`src/rtl/fifo_mac_ctrl.sv`:
```
// fifo_mac_ctrl: drains DEPTH operand pairs from FIFO A and FIFO B in lockstep,
// multiplies each pair and accumulates the products into a dot-product result.
// Pipeline: p0 = read/count control, p1 = registered product, p2 = accumulator.
// Optional build macro MAC_SATURATE_EN: clamp the accumulator at its maximum
// value instead of wrapping. ovf is sticky in both builds.
module fifo_mac_ctrl #(
  parameter int DATA_WIDTH = 8,
  parameter int DEPTH      = 8,
  parameter int ACC_WIDTH  = 24
) (
  input  logic                  clk,
  input  logic                  rst,
  input  logic                  start,
  input  logic                  a_empty,
  input  logic                  b_empty,
  input  logic [DATA_WIDTH-1:0] a_data,
  input  logic [DATA_WIDTH-1:0] b_data,
  output logic                  a_rden,
  output logic                  b_rden,
  output logic                  busy,
  output logic                  done,
  output logic [ACC_WIDTH-1:0]  result,
  output logic                  ovf
);

  localparam int CNT_W  = $clog2(DEPTH + 1);
  localparam int PROD_W = 2 * DATA_WIDTH;

  typedef enum logic [1:0] {IDLE, RUN, DRAIN, DONE} state_t;

  state_t state, state_nxt;

  logic                 fire;
  logic                 start_ok;
  logic                 last_p0;
  logic [CNT_W-1:0]     cnt_p0;
  logic [PROD_W-1:0]    prod_p1;
  logic                 vld_p1;
  logic [ACC_WIDTH-1:0] acc_p2;
  logic                 ovf_p2;
  logic [ACC_WIDTH:0]   add_p2;

  // Returns {overflow, next accumulator}; the top bit is the carry out of the add.
  function automatic logic [ACC_WIDTH:0] mac_add(input logic [ACC_WIDTH-1:0] acc,
                                                 input logic [PROD_W-1:0]    prod);
    logic [ACC_WIDTH:0] sum;
    sum = {1'b0, acc} + (ACC_WIDTH + 1)'(prod);
`ifdef MAC_SATURATE_EN
    if (sum[ACC_WIDTH]) begin
      sum = {1'b1, {ACC_WIDTH{1'b1}}};
    end
`else
    // Wrap: keep the modulo sum, the carry bit still flags the overflow.
`endif
    return sum;
  endfunction

  assign fire     = (state == RUN) && !a_empty && !b_empty;
  assign start_ok = (state == IDLE) && start;
  assign last_p0  = (cnt_p0 == CNT_W'(DEPTH - 1));
  assign add_p2   = mac_add(acc_p2, prod_p1);

  // State register.
  always_ff @(posedge clk) begin
    if (rst) state <= IDLE;
    else     state <= state_nxt;
  end

  // Next-state logic; start outside IDLE is simply not looked at.
  always_comb begin
    state_nxt = state;
    case (state)
      IDLE:    if (start) state_nxt = RUN;
      RUN:     if (fire && last_p0) state_nxt = DRAIN;
      DRAIN:   state_nxt = DONE;
      DONE:    state_nxt = IDLE;
      default: state_nxt = IDLE;
    endcase
  end

  // Outputs decoded from state; both strobes share one fire so A and B stay paired.
  always_comb begin
    a_rden = fire;
    b_rden = fire;
    busy   = (state != IDLE);
    done   = (state == DONE);
  end

  // ---- p0: pair counter ----
  always_ff @(posedge clk) begin
    if (rst || start_ok) cnt_p0 <= '0;
    else if (fire)       cnt_p0 <= cnt_p0 + 1'b1;
  end

  // ---- p1: product register; FIFO data is only valid while rden is high ----
  always_ff @(posedge clk) begin
    if (rst) begin
      prod_p1 <= '0;
      vld_p1  <= 1'b0;
    end else begin
      vld_p1 <= fire;
      if (fire) prod_p1 <= PROD_W'(a_data) * PROD_W'(b_data);
    end
  end

  // ---- p2: accumulator and sticky overflow, cleared by an accepted start ----
  always_ff @(posedge clk) begin
    if (rst || start_ok) begin
      acc_p2 <= '0;
      ovf_p2 <= 1'b0;
    end else if (vld_p1) begin
      acc_p2 <= add_p2[ACC_WIDTH-1:0];
      ovf_p2 <= ovf_p2 | add_p2[ACC_WIDTH];
    end
  end

  assign result = acc_p2;
  assign ovf    = ovf_p2;

endmodule

```
`config.mk`:
```
export PLATFORM = sky130hd
export DESIGN_NAME = fifo_mac_ctrl
export DESIGN_NICKNAME = d
export VERILOG_FILES = /design/src/rtl/fifo_mac_ctrl.sv
export SDC_FILE = /design/constraint.sdc
export NUM_CORES = 1
export LEC_CHECK = 0
export ABC_AREA = 1
export CAP_MARGIN = 25
export CORE_UTILIZATION = 55
export CTS_BUF_LIST = sky130_fd_sc_hd__clkbuf_4
export CTS_CLUSTER_SIZE = 8
export DETAILED_ROUTE_END_ITERATION = 10
export PLACE_DENSITY = 0.77
export SYNTH_ARGS = -nofsm -noshare
export SYNTH_HDL_FRONTEND = slang
export SYNTH_SLANG_ARGS = --single-unit
```
`constraint.sdc`:
```
create_clock -name clk -period 5.6 [get_ports clk]
set_input_delay 1.68 -clock clk [delete_from_list [all_inputs] [get_ports clk]]
set_output_delay 1.68 -clock clk [all_outputs]
set_load 0.005 [all_outputs]
```
# Word level (Yosys, flattened, before mapping)
# Cells that the tools add are included.
# totals
regBits,48
inputBits,21
# classes
n_addsub,2
multipliers,1
n_eq_ne,6
n_mux,3
bitwise,1
reduce_logical,10
# op_table
operator,n
$add A24 B16 Y25,1
$mul A8 B8 Y16,1
$pmux W2 S4,1
$add A4 B1 Y4 const B,1
$eq A2 B2 Y1 const B,2
$eq A4 B3 Y1 const B,1
$logic_and A1 B1 Y1,4
$mux W2,2
$eq A2 B1 Y1 const B,1
$logic_not A1 Y1,2
$logic_not A2 Y1,1
$ne A2 B1 Y1 const B,1
$ne A2 B2 Y1 const B,1
$reduce_and A2 Y1,1
$reduce_bool A2 Y1,1
$logic_or A1 B1 Y1,1
$or A1 B1 Y1,1

# Longest topological paths before layout
# logic_depth
word_depth,6
depth_mapped,24
ltp_nobuf,23

# Worst setup path after synthesis
# No wires, ideal clock.
# synth_timing
kind,input -> register
from,in a_data[0]
to,reg prod_p1[14]
arrival_ns,5.204
required_time_ns,5.491
slack_ns,0.287
cell_stages,22
path_buffers,1
path_cell_list,clkbuf_1 > nand2_1 > fa_1 > fa_1 > inv_1 > fa_1 > inv_1 > fa_1 > inv_1 > ha_1 > nand2_1 > nand2_1 > inv_1 > nor2_1 > nor2_1 > nand2_1 > nand2_1 > nand2_1 > nand2_1 > nand3_1 > nand2_1 > inv_1
# synth_via
elab_chain_cells,1
# synth_rtl
element,line_no,text
from (decl),16,"input logic [DATA_WIDTH-1:0] a_data,"
$mul A8 B8 Y16,102,if (fire) prod_p1 <= PROD_W'(a_data) * PROD_W'(b_data);
to (signal assigned),102,
to (decl),37,logic [PROD_W-1:0] prod_p1;
# No other way between the ends.
# A chain may end at the register's enable or synchronous reset.

# Worst setup path in the final report
# Same ends and word-level chain as after synthesis.

==> impl_results.md <==
* Outcome: complete, no violations
* Rows at 35
* CP startpoint kind: input port
* CTS tree: built
* Die H at 101 um
* Post-route antenna net violation count at 0
* Post-synth top flop: dfxtp_1
* # setup viols final at 0
* Hold_sp: cnt_p0[3]$_SDFFE_PP0P_
* Crit Path Class: input port to register
* Final clock skew at 0.0188 ns
* Synth top area cells: dfxtp_1, nand2_1, fa_1
* Routability congestion estimate at 0.938
* Hold Slack at approximately 0.47 ns
* Most frequent cell after synthesis: nand2_1
* Fin. max-slew vios at 0
* Multiplexer share of the synthesized area at 0%
* Total gr overflow at 0
* Clk pwr share at 13.3%
* Met2 Usage GRT at ~45%
* Vias in the first global route at 4943
* CTS clk-pin slew, worst paths at approximately 0.14 ns
* Register area share after synthesis at 17.7%
* Net count after synthesis at 950
* First-pass GRT wire length at ~22000 um
* Register share of total power at ~26%
* PortBufs at 49
* XOR/XNOR Fraction of Synth Area at 2.42%
* Hold WC Path Type: register to register
* Crit share post-route at a little over nine tenths
* Critical Path Source: a_data[0]
* DR vias at 5059
* Number of flops mapped to enable cells by yosys at 0
* Worst r2r src: result[0]$_SDFFE_PP0P_
* Longest Clk Path Bufs at 2
* Adder-Cell Fraction of Synth Area at between 20% and 30%
* Synthesized flop and latch total at between 40 and 50
* Worst-Skew Late Latency at around 0.38 ns
* NumNets Final at 1018
* Cells after synthesis at 834
* Htree depth at 2
* Initial core utilization at roughly 58%
* Worst path arrival time at 5.57 ns
* Sw Share at a little over two fifths
* Post-DR vias/cell at ~4.9
* 1st-iter DRT viols at 238
* RSZ-0062 raised after global routing: no
* Final hold vios at 0
* Synth warn at 0
* Die width at 101 um
* Count of different cell masters after synthesis at 35
* Leakage at roughly 3.8 nW
* Final wirelength at between 10000 and 15000 um
* Max VDD drop at roughly 0.00021 V
* Die footprint at 10300 um2
* GR Util met1 at approximately 38%
* Drt drc at 0
* Area growth from synthesis to layout at 17.2%
* Wire per inst at 12.1 um
* Grt peak-use layer: met2
* Crit path time final at approximately 5.3 ns
* Root Buffer: clkbuf_4
* Setup_tns at 0 ns
* Worst slew pin tran at roughly 0.58 ns
* Power Internal at a little under 0.0009 W
* Layout cell share with drive strength beyond 1 at about 8%
* Largest net degree at the start of global routing at 35
* Total track usage at about 27%
* Avg Cell Area, Syn at around 6.5 um2
* Core Region at between 9000 and 10000 um2
* Pwr Density at ~240 nW/um2
* Mapped Area at 5420 um2
* MaxCap Viol Count at 0
* IO Count at 50
* P_sw at 0.000663 W
* Synth Area in Compound Gates at 8.17%
* Combinational family with the most area after synthesis: simple AND/OR/NAND/NOR gates
* Yosys top cell by area: dfxtp_1
* # hold bufs at CTS at 0
* CTS Buf Count at 5
* Commonest cells in the netlist: nand2_1, inv_1, nor2_1
* Post-synth top area share at 17.7%
* Simple-gate area share of the yosys netlist at between 20% and 30%
* First-pass iteration count of the detailed router at 5
* Crit-path max FO at 4
* Comb power frac at between 60% and 70%
* DP HPWL at a little over 10000 um
* Clock sinks at 48
* Slew HR at 61.2%
* GRT met3 Usage at between 3 and 4%
* Worst Path Required at between 5 and 6 ns
* Ys async rst share at 0%
* Inserted Diodes at 0
* Fmax at 189 MHz
* Setup crit end kind: register
* Antenna violations before repair at 0
-- worst max-delay path: stages --
cell and delay, ns:
clkdlybuf4s50_1 0.49, nand2_1 0.08, fa_1 0.48, fa_1 0.56, inv_1 0.06, fa_1 0.54
inv_1 0.06, fa_1 0.52, inv_1 0.04, ha_1 0.33, nand2_1 0.08, nand2_1 0.05
inv_1 0.07, nor2_1 0.04, nor2_1 0.08, nand2_1 0.08, nand2_1 0.08, nand2_1 0.05
nand2_1 0.06, nand3_1 0.06, nand2_1 0.06, inv_1 0.04
-- what timing repair did --
| action | in CTS | in global routing |
|---|---|---|
| setup buffers | 0 | 0 |
| gates resized for setup | 0 | 11 |
| endpoints found under the setup margin | 0 | 6 |
| hold endpoints to repair | 0 | 0 |
-- sequential cells by signal, summed over array words and instances (netlist names) --
register,cells
cnt_p0,4
result,24
state,2
vld_p1,1
ovf,1
prod_p1,16
-- final timing paths --
path | endpoint | slack [ns] | depth (start not counted)
worst min register to register | cnt_p0[3]$_SDFFE_PP0P_ | 0.47 | 1
worst max register to register | result[16]$_SDFFE_PP0P_ | 3.48 | 13
worst min-delay path | cnt_p0[3]$_SDFFE_PP0P_ | 0.47 | 1
worst max-delay path | prod_p1[14]$_SDFFE_PP0P_ | 0.31 | 22
-- cell type report --
type / instances / area, um2
multi-input combinational: 559 / 3590
fill: 826 / 3060
sequential: 48 / 961
timing repair buffer: 89 / 818
inverter: 199 / 747
tap: 129 / 161
clock buffer: 5 / 37.5
clock inverter: 3 / 37.5
-- cell usage in the layout (no fill, tap or decap), types with 5 or more instances in the layout --
cell type,n
nand2_1,216
inv_1,195
nor2_1,81
ha_1,58
dfxtp_1,48
buf_4,40
nand3_1,38
clkdlybuf4s50_1,38
fa_1,37
a21oi_1,30
o21ai_0,29
xor2_1,11
dlymetal6s2s_1,11
nand2_2,9
nor3_1,8
o21bai_1,7
nand3_2,5
clkbuf_4,5
-- per-stage QoR --
stage / area [um2] / total power, W / utilization, % / cells / worst slack [ns]
CTS: 6330 / 0.00156 / 67.2 / 1032 / 0.111
finish: 6360 / 0.00156 / 67.5 / 1032 / 0.314
detailed placement: 6250 / 0.00135 / 66.4 / 1024 / -0.251
global placement: 6250 / 0.00132 / 66.4 / 1024 / -0.251
global route: 6360 / 0.00171 / 67.5 / 1032 / 0.0344
floorplan: 5420 / 0.00102 / - / 834 / 0.287
-- per-layer routing --
layer	share of wire (%)	wire length [um]
met1	50	6190
met2	45	5610
met3	4.6	575
met4	0.84	105
met5	0	0
-- cells by family after synthesis --
kind of cell	count (synthesis)
XOR/XNOR	15
buffers and inverters	227
adder cells (fa/ha/maj)	95
AO/OA/AOI/OAI	79
AND/OR/NAND/NOR	370
flip-flops	48
-- power by group through the flow --
stage	Combinational (W)	Sequential (W)	Clock, W
global placement	0.000922	0.000403	0
global route	0.00108	0.000400	0.000223
detailed placement	0.000944	0.000404	0
finish	0.000952	0.000397	0.000206
CTS	0.000955	0.000397	0.000209
floorplan	0.000620	0.000395	0
Power figures use the tool's default switching activity.
